$ cat config.mk
export PLATFORM = sky130hd
export DESIGN_NAME = seg_scan_ctrl
export DESIGN_NICKNAME = d
export VERILOG_FILES = /design/src/rtl/seg_pkg.sv /design/src/rtl/bcd_seg_dec.sv /design/src/rtl/seg_scan_ctrl.sv
export SDC_FILE = /design/constraint.sdc
export NUM_CORES = 1
export LEC_CHECK = 0
export BUFFER_PORTS_ARGS = -buffer_cell sky130_fd_sc_hd__buf_4
export CELL_PAD_IN_SITES_DETAIL_PLACEMENT = 0
export CELL_PAD_IN_SITES_GLOBAL_PLACEMENT = 2
export CORE_MARGIN = 3
export CORE_UTILIZATION = 37
export CTS_BUF_LIST = sky130_fd_sc_hd__clkbuf_2
export DETAILED_ROUTE_END_ITERATION = 16
export PLACE_DENSITY_LB_ADDON = 0.1
export SLEW_MARGIN = 20
export SYNTH_ARGS = -nofsm -noshare
export SYNTH_HDL_FRONTEND = slang
export SYNTH_SLANG_ARGS = --single-unit
$ cat constraint.sdc
create_clock -name clk -period 2.75 [get_ports clk]
set_input_delay 0.4125 -clock clk [delete_from_list [all_inputs] [get_ports clk]]
set_output_delay 0.4125 -clock clk [all_outputs]
set_load 0.01 [all_outputs]
$ cat src/rtl/seg_pkg.sv
// Shared types and glyph constants for the four-digit seven-segment scan path.
// Segment encoding is {g,f,e,d,c,b,a}, active-low.
package seg_pkg;

    localparam int NUM_DIGITS = 4;
    localparam logic [6:0] SEG_BLANK = 7'h7F;

    typedef logic [3:0] bcd_t;

    localparam logic [6:0] GLYPH_0 = 7'h40;
    localparam logic [6:0] GLYPH_1 = 7'h79;
    localparam logic [6:0] GLYPH_2 = 7'h24;
    localparam logic [6:0] GLYPH_3 = 7'h30;
    localparam logic [6:0] GLYPH_4 = 7'h19;
    localparam logic [6:0] GLYPH_5 = 7'h12;
    localparam logic [6:0] GLYPH_6 = 7'h02;
    localparam logic [6:0] GLYPH_7 = 7'h78;
    localparam logic [6:0] GLYPH_8 = 7'h00;
    localparam logic [6:0] GLYPH_9 = 7'h10;

endpackage

$ cat src/rtl/bcd_seg_dec.sv
// Combinational BCD to active-low seven-segment decoder.
// Non-BCD codes 10-15 decode to all segments off.
module bcd_seg_dec
    import seg_pkg::*;
(
    input  bcd_t       bcd,
    output logic [6:0] seg
);

    // Glyph lookup
    always_comb begin
        seg = SEG_BLANK;
        case (bcd)
            4'd0:    seg = GLYPH_0;
            4'd1:    seg = GLYPH_1;
            4'd2:    seg = GLYPH_2;
            4'd3:    seg = GLYPH_3;
            4'd4:    seg = GLYPH_4;
            4'd5:    seg = GLYPH_5;
            4'd6:    seg = GLYPH_6;
            4'd7:    seg = GLYPH_7;
            4'd8:    seg = GLYPH_8;
            4'd9:    seg = GLYPH_9;
            default: seg = SEG_BLANK;
        endcase
    end

endmodule

$ cat src/rtl/seg_scan_ctrl.sv
// Four-digit common-anode scan controller with guard cycle and tear-free frame update.
// Optional: define LEADING_ZERO_BLANK_EN to darken leading zeros in digits 3..1.
module seg_scan_ctrl
    import seg_pkg::*;
#(
    parameter int REFRESH_DIV = 100000
) (
    input  logic        clk,
    input  logic        rst,
    input  logic [15:0] digits_in,
    input  logic        load,
    input  logic [3:0]  blank_mask,
    output logic        upd_pend,
    output logic [6:0]  seg,
    output logic [3:0]  an
);

    localparam int CNT_W = $clog2(REFRESH_DIV);
    localparam logic [CNT_W-1:0] CNT_MAX = CNT_W'(REFRESH_DIV - 1);

    logic [CNT_W-1:0] div_cnt_r;
    logic [1:0]       idx_r;
    logic [15:0]      shadow_r;
    logic [15:0]      disp_r;
    logic             upd_pend_r;
    logic [6:0]       seg_r;
    logic [3:0]       an_r;

    logic             tick_s;
    logic             boundary_s;
    bcd_t             digit_s;
    logic [6:0]       glyph_s;
    logic [3:0]       lz_s;
    logic             dark_s;

    assign tick_s     = (div_cnt_r == CNT_MAX);
    assign boundary_s = tick_s && (idx_r == 2'd3);

    // Select the digit of the committed frame for the active slot
    always_comb begin
        digit_s = 4'd0;
        case (idx_r)
            2'd0:    digit_s = disp_r[3:0];
            2'd1:    digit_s = disp_r[7:4];
            2'd2:    digit_s = disp_r[11:8];
            2'd3:    digit_s = disp_r[15:12];
            default: digit_s = 4'd0;
        endcase
    end

    bcd_seg_dec u_dec (
        .bcd (digit_s),
        .seg (glyph_s)
    );

    // Leading-zero suppression chain: a zero digit stays dark only while every higher digit is zero
    always_comb begin
`ifdef LEADING_ZERO_BLANK_EN
        lz_s    = 4'b0000;
        lz_s[3] = (disp_r[15:12] == 4'd0);
        lz_s[2] = lz_s[3] && (disp_r[11:8] == 4'd0);
        lz_s[1] = lz_s[2] && (disp_r[7:4] == 4'd0);
        lz_s[0] = 1'b0;
`else
        lz_s    = 4'b0000;
`endif
    end

    assign dark_s = blank_mask[idx_r] | lz_s[idx_r];

    // Divider, slot index, shadow/display frame registers and pending flag
    always_ff @(posedge clk) begin
        if (rst) begin
            div_cnt_r  <= '0;
            idx_r      <= 2'd0;
            shadow_r   <= 16'h0000;
            disp_r     <= 16'h0000;
            upd_pend_r <= 1'b0;
        end else begin
            if (tick_s) begin
                div_cnt_r <= '0;
                idx_r     <= idx_r + 2'd1;
            end else begin
                div_cnt_r <= div_cnt_r + {{(CNT_W-1){1'b0}}, 1'b1};
            end
            // Old shadow commits before a coincident load overwrites it
            if (boundary_s && upd_pend_r) begin
                disp_r <= shadow_r;
            end
            if (load) begin
                shadow_r   <= digits_in;
                upd_pend_r <= 1'b1;
            end else if (boundary_s) begin
                upd_pend_r <= 1'b0;
            end
        end
    end

    // Registered pin drive; slot start is a guard cycle with all anodes off
    always_ff @(posedge clk) begin
        if (rst) begin
            an_r  <= 4'hF;
            seg_r <= SEG_BLANK;
        end else if (div_cnt_r == '0) begin
            an_r  <= 4'hF;
            seg_r <= SEG_BLANK;
        end else begin
            an_r  <= ~(4'b0001 << idx_r);
            seg_r <= dark_s ? SEG_BLANK : glyph_s;
        end
    end

    assign upd_pend = upd_pend_r;
    assign seg      = seg_r;
    assign an       = an_r;

endmodule
==> results of run 1 <==
## metal layers
layer	vias up	routed length [um]	track usage (%)
met1	1060	3470	24.4
met2	43	2540	20.4
li1	1178	-	-
met5	-	0	0
met4	0	61	4.40
met3	6	273	4.87
## cell usage in the layout (no fill, tap or decap), types with 4 or more instances in the layout
cell,n
o21ai_0,29
nand2_1,11
inv_1,15
nor2_1,31
and2_1,4
dfxtp_1,63
xnor2_1,9
ha_1,10
nand4_1,21
nand3_1,11
mux2i_1,20
nor3_1,6
or3_1,5
buf_4,37
clkbuf_2,12
a21oi_1,24
a222oi_1,4
## cell type report
cell class,count,share of cell area [%]
Multi-Input combinational cell,214,43.3
Inverter,15,1.75
Clock inverter,4,1.44
Sequential cell,63,39.3
Timing Repair Buffer,37,8.65
Clock buffer,12,1.87
Tap cell,96,3.74
## logic make-up after synthesis
family,after synthesis
AND/OR/NAND/NOR,104
flip-flops,63
adder cells (fa/ha/maj),10
AO/OA/AOI/OAI,66
buffers and inverters,32
multiplexers,22
XOR/XNOR,12
## metrics by stage
step	util [%]	hold slack [ns]	instances	setup WS, ns
floorplan	-	0.449	309	0.644
global placement	44.2	0.464	425	0.445
CTS	45.8	0.103	441	0.344
global route	45.8	0.0906	441	0.0770
detailed placement	44.2	0.468	425	0.347
finish	45.8	0.158	441	0.349
## sequential cells by signal, indices dropped and copies added, names as in the netlist
register	cells
idx_r	2
an	4
upd_pend	1
div_cnt_r	17
shadow_r	16
disp_r	16
seg	7
## tightest hold or removal path: cells and delay by family
kind                   cells  cell delay [ns]
muxes                      1             0.05
and+or+nand+nor            1             0.07
buffers and inverters      1             0.07
## how the worst max path moves through the flow
stage,endpoint,depth (start not counted),slack [ns]
after global routing,seg[6]$_SDFF_PP1_,8,0.08
final,seg[6]$_SDFF_PP1_,8,0.35
after floorplan,seg[3]$_SDFF_PP1_,7,0.64
after CTS,seg[6]$_SDFF_PP1_,8,0.34
after global placement,seg[2]$_SDFF_PP1_,6,0.44
after detailed placement,seg[6]$_SDFF_PP1_,8,0.35
## power by group through the flow
stage	logic (uW)	clock network (uW)	registers, uW
floorplan	58.8	0	976
global placement	113	0	975
detailed placement	114	0	975
CTS	114	560	956
global route	125	590	960
finish	112	535	956
==> flow_summary.yaml, run 1 <==
logic_synthesis:
  synthMuxAreaShare_pct: 8.42
  synth-simple-area-share_pct: 19.9
  ys_types: 39
  synth_edf_count: 0
  synth_top_family_by_area: "simple AND/OR/NAND/NOR gates"
  ys_top_cells_by_count: "63 x dfxtp_1, 31 x nor2_1, 29 x o21ai_0"
  synth_fa_ha_area_share_pct: 4.50
  synth_compound_area_share_pct: 13.5
  synth_seq_cells: 63
  ys_warn_count: 0
  synth_top_area_share_pct: 45.4
  synth_seq_area_share_pct: 45.4
  syn_inst: 309
  synth.avg_cell_area_sq_um: 8.99
  syn_nets: 342
  synthesis.area_sq_um: 2780
  synth_area_leaders: "dfxtp_1 45%, mux2i_1 7.2%, o21ai_0 5.2%"
  synth-main-ff-cell: "dfxtp_1"
  yosys.area.top_type: "dfxtp_1"
  synthArstFlopShare_pct: 0
  synth_most_common_cell: "dfxtp_1"
  yosys.area_share.xor_xnor_pct: 3.78
route:
  drc_errors: 0
  vias_per_cell: 5.19
  wirelength_um: 6350
  route.vias.total: 2287
  drtIter0Drc: 154
  drtPass1Iterations: 4
  antenna_left: 0
  wl_per_cell_um: 14.4
sta:
  tightest_slew_ns: 0.821
  rsz0062_at_grt: "false"
  final_max_slew_viol_count: 0
  skew_ns: 0.0160
  fin_tns_setup_ns: 0
  hold_violations: 0
  timing.slew.headroom_pct: 43.7
  fmax_mhz: 417
  min_period_ns: 2.40
  period_share_pct: 87.3
  setup_viol: 0
job:
  max_cap_viol_count: 0
power:
  switchingPower_uw: 389
  p_leak_uw: 0.00121
  switching_share_pct: 24.2
  seq_power_share_pct: 59.6
  p_per_area_nw_per_um2: 499
  clkPwrFrac_pct: 33.4
  ir_drop_mv: 0.270
  p_total_uw: 1600
  intPower_uw: 1210
  comb_power_share_pct: 7.0
setup_path:
  r2r_cells: 8
  end_kind: "flop"
  worst_path_dominant_cell_family: "compound AO/OA/AOI/OAI gates"
  start_kind: "flop"
  worstPathArrival_ns: 2.77
  path_cells: "inv_1 -> ha_1 -> a222oi_1 -> mux2i_1 -> ha_1 -> nor3_1 -> o2111ai_1 -> a21boi_0"
  slowest_stage: "dfxtp_1"
  required_ns: 3.12
  critPathMostFrequentCell: "ha_1"
  cp_slowest_stage_delay_ns: 0.44
  r2r_slack_ns: 0.35
  cp-startpoint: "idx_r[0]$_SDFFE_PP0N_"
  critPathBufInv: 1
  r2r-start: "idx_r[0]$_SDFFE_PP0N_"
  crit_path_max_fanout: 10
  path_class: "reg2reg"
  r2r_end: "seg[6]$_SDFF_PP1_"
cells_and_area:
  fin_nets: 373
  seq_area_sq_um: 1260
  antenna_cells: 0
  drive_gt1_share_pct: 16.5
  fill_cells: 719
  fin_area_sq_um: 3210
  multi_input_area_sq_um: 1390
  area.growth.synth_to_final_pct: 15.6
worst_hold_path:
  min-delay-start: "digits_in[2]"
  hold_path.class: "in2reg"
  min_to: "shadow_r[2]$_SDFFE_PP0P_"
  min_path_cells: 3
floorplanning:
  fp-row-count: 30
  start_util_pct: 39.6
  io_pins: 35
  chipHeight_um: 92.6
  die_x_um: 92.6
  die_area_sq_um: 8580
  core_area_sq_um: 7020
cts:
  cts_setup_buffers: 0
  cts-root-buf: "clkbuf_2"
  worstSkewPairLatency_ns: 0.47
  postCtsHoldBufs: 0
  cts_num_sinks: 63
  cts_tree: "yes"
  cts_inserted_buffers: 9
  path_clk_slew_ns: 0.17
  cts_buffer_depth: 2
  cts_resized: 0
  htree_levels: 3
status:
  status: "finished, final reports clean"
placed_design:
  place_area_sq_um: 3110
  io_buffers: 34
  place.gp.congestion: 0.765
  dp.final_hpwl_um: 4450
grt:
  grt.overflow.total: 0
  grt_use_total_pct: 15.7
  antenna_found_initial: 0
  grt_max_degree: 41
  grt_first_pass_wirelength_um: 10600
  grt_pass1_vias: 2051
Power figures use the tool's default switching activity.
==> inputs of run 2 (changes only) <==
--- a/config.mk
+++ b/config.mk
@@ -16,4 +16,5 @@
 export SLEW_MARGIN = 20
 export SYNTH_ARGS = -nofsm -noshare
 export SYNTH_HDL_FRONTEND = slang
+export SYNTH_HIERARCHICAL = 1
 export SYNTH_SLANG_ARGS = --single-unit
==> flow_summary.yaml, run 2 <==
cells_and_area:
  fill_cells: 748
  layout_common_cells: "63 x dfxtp_1, 40 x nor2_1, 38 x buf_4, 22 x a21oi_1"
  regMostFlops: "div_cnt_r"
  layout_commonest_cell: "dfxtp_1"
  antenna_cells: 0
  top_regs: "div_cnt_r (17), disp_r (16), shadow_r (16)"
  area.growth.synth_to_final_pct: 15.0
  final_cells: 451
  fin_nets: 382
  largest_reg_flops: 17
  drive_gt1_share_pct: 19.0
setup_path:
  end_kind: "flop"
  slowest_stage: "dfxtp_1"
  r2r-start: "idx_r[1]$_SDFFE_PP0N_"
  crit_path_max_fanout: 5
  critPathBufInv: 1
  path_class: "reg2reg"
  r2r_slack_ns: 0.35
  start_kind: "flop"
  required_ns: 3.13
  critPathMostFrequentCell: "ha_1"
  path_cells: "inv_1 -> ha_1 -> a222oi_1 -> mux2i_1 -> ha_1 -> or2_1 -> a21oi_2 -> a31oi_1 -> or2_2"
  cp-startpoint: "idx_r[1]$_SDFFE_PP0N_"
  cp_slowest_stage_delay_ns: 0.44
  worst_path_dominant_cell_family: "compound AO/OA/AOI/OAI gates"
  worstPathArrival_ns: 2.78
route:
  route.vias.total: 2315
  antenna_left: 0
  wl_per_cell_um: 13.9
  drtIter0Drc: 102
  wirelength_um: 6280
  drc_errors: 0
  vias_per_cell: 5.13
  drtPass1Iterations: 5
logic_synthesis:
  ys_types: 38
  synth_edf_count: 0
  synth_area_leaders: "dfxtp_1 44%, mux2i_1 7.1%, ha_1 5.3%"
  synth_most_common_cell: "dfxtp_1"
  synth_top_area_share_pct: 44.5
  yosys.area.top_type: "dfxtp_1"
  syn_nets: 353
  ys_warn_count: 6
  ys_top_cells_by_count: "63 x dfxtp_1, 40 x nor2_1, 22 x a21oi_1"
  synth_seq_area_share_pct: 44.5
  syn_inst: 318
  synthArstFlopShare_pct: 0
  synth_seq_cells: 63
  synthesis.area_sq_um: 2840
  synth.avg_cell_area_sq_um: 8.92
  synth-main-ff-cell: "dfxtp_1"
floorplanning:
  core_area_sq_um: 7330
  io_pins: 35
  die_x_um: 93.5
  die_area_sq_um: 8750
  chipHeight_um: 93.5
  start_util_pct: 38.7
  fp-row-count: 31
sta:
  fmax_mhz: 417
  layout_setup_ws_ns: 0.353
  setup_viol: 0
  tightest_slew_ns: 0.707
  rsz0062_at_grt: "false"
  period_share_pct: 87.2
  timing.slew.headroom_pct: 51.5
  final_max_slew_viol_count: 0
  min_period_ns: 2.40
  fin_tns_setup_ns: 0
  skew_ns: 0.0362
  hold_violations: 0
worst_hold_path:
  hold_path.class: "in2reg"
  min-delay-start: "digits_in[12]"
cts:
  worstSkewPairLatency_ns: 0.48
  cts_resized: 0
  htree_levels: 3
  path_clk_slew_ns: 0.19
  cts_setup_buffers: 0
  postCtsHoldBufs: 0
  cts_inserted_buffers: 9
  cts-root-buf: "clkbuf_2"
  cts_tree: "yes"
  cts_num_sinks: 63
  cts_buffer_depth: 2
power:
  p_leak_uw: 0.00124
  p_per_area_nw_per_um2: 495
  ir_drop_mv: 0.193
status:
  status: "finished, final reports clean"
placed_design:
  io_buffers: 34
  place.gp.congestion: 0.726
  dp.final_hpwl_um: 4290
  preCtsSetupSlack_ns: 0.327
  placed_cells: 435
grt:
  grt.overflow.total: 0
  grt_max_degree: 39
  grt_use_total_pct: 15.3
  grt_pass1_vias: 2070
  antenna_found_initial: 0
  grt_first_pass_wirelength_um: 10400
job:
  max_cap_viol_count: 0
-- run 2: cell types whose count changed after synthesis, moves of 4 or more --
cell / before / now
nor4_1: 3 / 7
nand2b_1: 0 / 4
nor2_1: 31 / 40
o21ai_1: 0 / 6
or2_2: 1 / 7
o21ai_0: 29 / 21
-- run 2: stage by stage --
| step | hold WS [ns] | util [%] | total power (uW) | instance area (sq um) |
|---|---|---|---|---|
| after CTS | 0.0899 | 44.5 | 1650 | 3260 |
| after floorplan | 0.449 | - | 1040 | 2840 |
| after global routing | 0.0943 | 44.5 | 1700 | 3260 |
| after detailed placement | 0.463 | 43.0 | 1090 | 3150 |
| after global placement | 0.460 | 43.0 | 1090 | 3150 |
| final | 0.142 | 44.5 | 1610 | 3260 |
-- run 2: per-layer routing --
layer | global-route usage, % | wire (um)
met3 | 3.62 | 356
met5 | 0 | 0
met1 | 22.3 | 3300
met2 | 20.5 | 2480
met4 | 7.82 | 143
-- run 2: power by group --
part	internal (uW)	leakage, uW	switching, uW
Combinational	57.9	0.000651	49.5
Clock	211	0.0000717	339
Sequential	940	0.000513	17.5
Total	1210	0.00124	406
-- run 2: kinds of logic after synthesis --
kind of cell | count (synthesis) | share of synthesized area, %
simple gates | 117 | 21.3
flops | 63 | 44.5
buf+inv | 34 | 5.16
compound gates | 58 | 11.9
fa+ha+maj | 12 | 5.30
xor+xnor | 13 | 4.02
mux | 21 | 7.86
-- run 2: path summary, 6_finish.rpt --
path              cells after the start                         to
setup / recovery                      9          seg[3]$_SDFF_PP1_
hold / removal                        3  shadow_r[12]$_SDFFE_PP0P_
setup reg to reg                      9          seg[3]$_SDFF_PP1_
hold reg to reg                       2    disp_r[13]$_SDFFE_PP0P_
-- run 2: tightest hold or removal path, cell delays in order --
cell and delay, ns:
buf_4 0.08, mux2i_1 0.05, nor2_1 0.07
-- run 2: area by class of cell --
cell class	count	area [sq um]	share of cell area [%]
inverter	14	52.6	1.61
tap	99	124	3.80
timing repair buffer	38	285	8.75
multi-input combinational	221	1430	43.8
sequential	63	1260	38.7
clock inverter	6	61.3	1.88
clock buffer	10	50.0	1.53
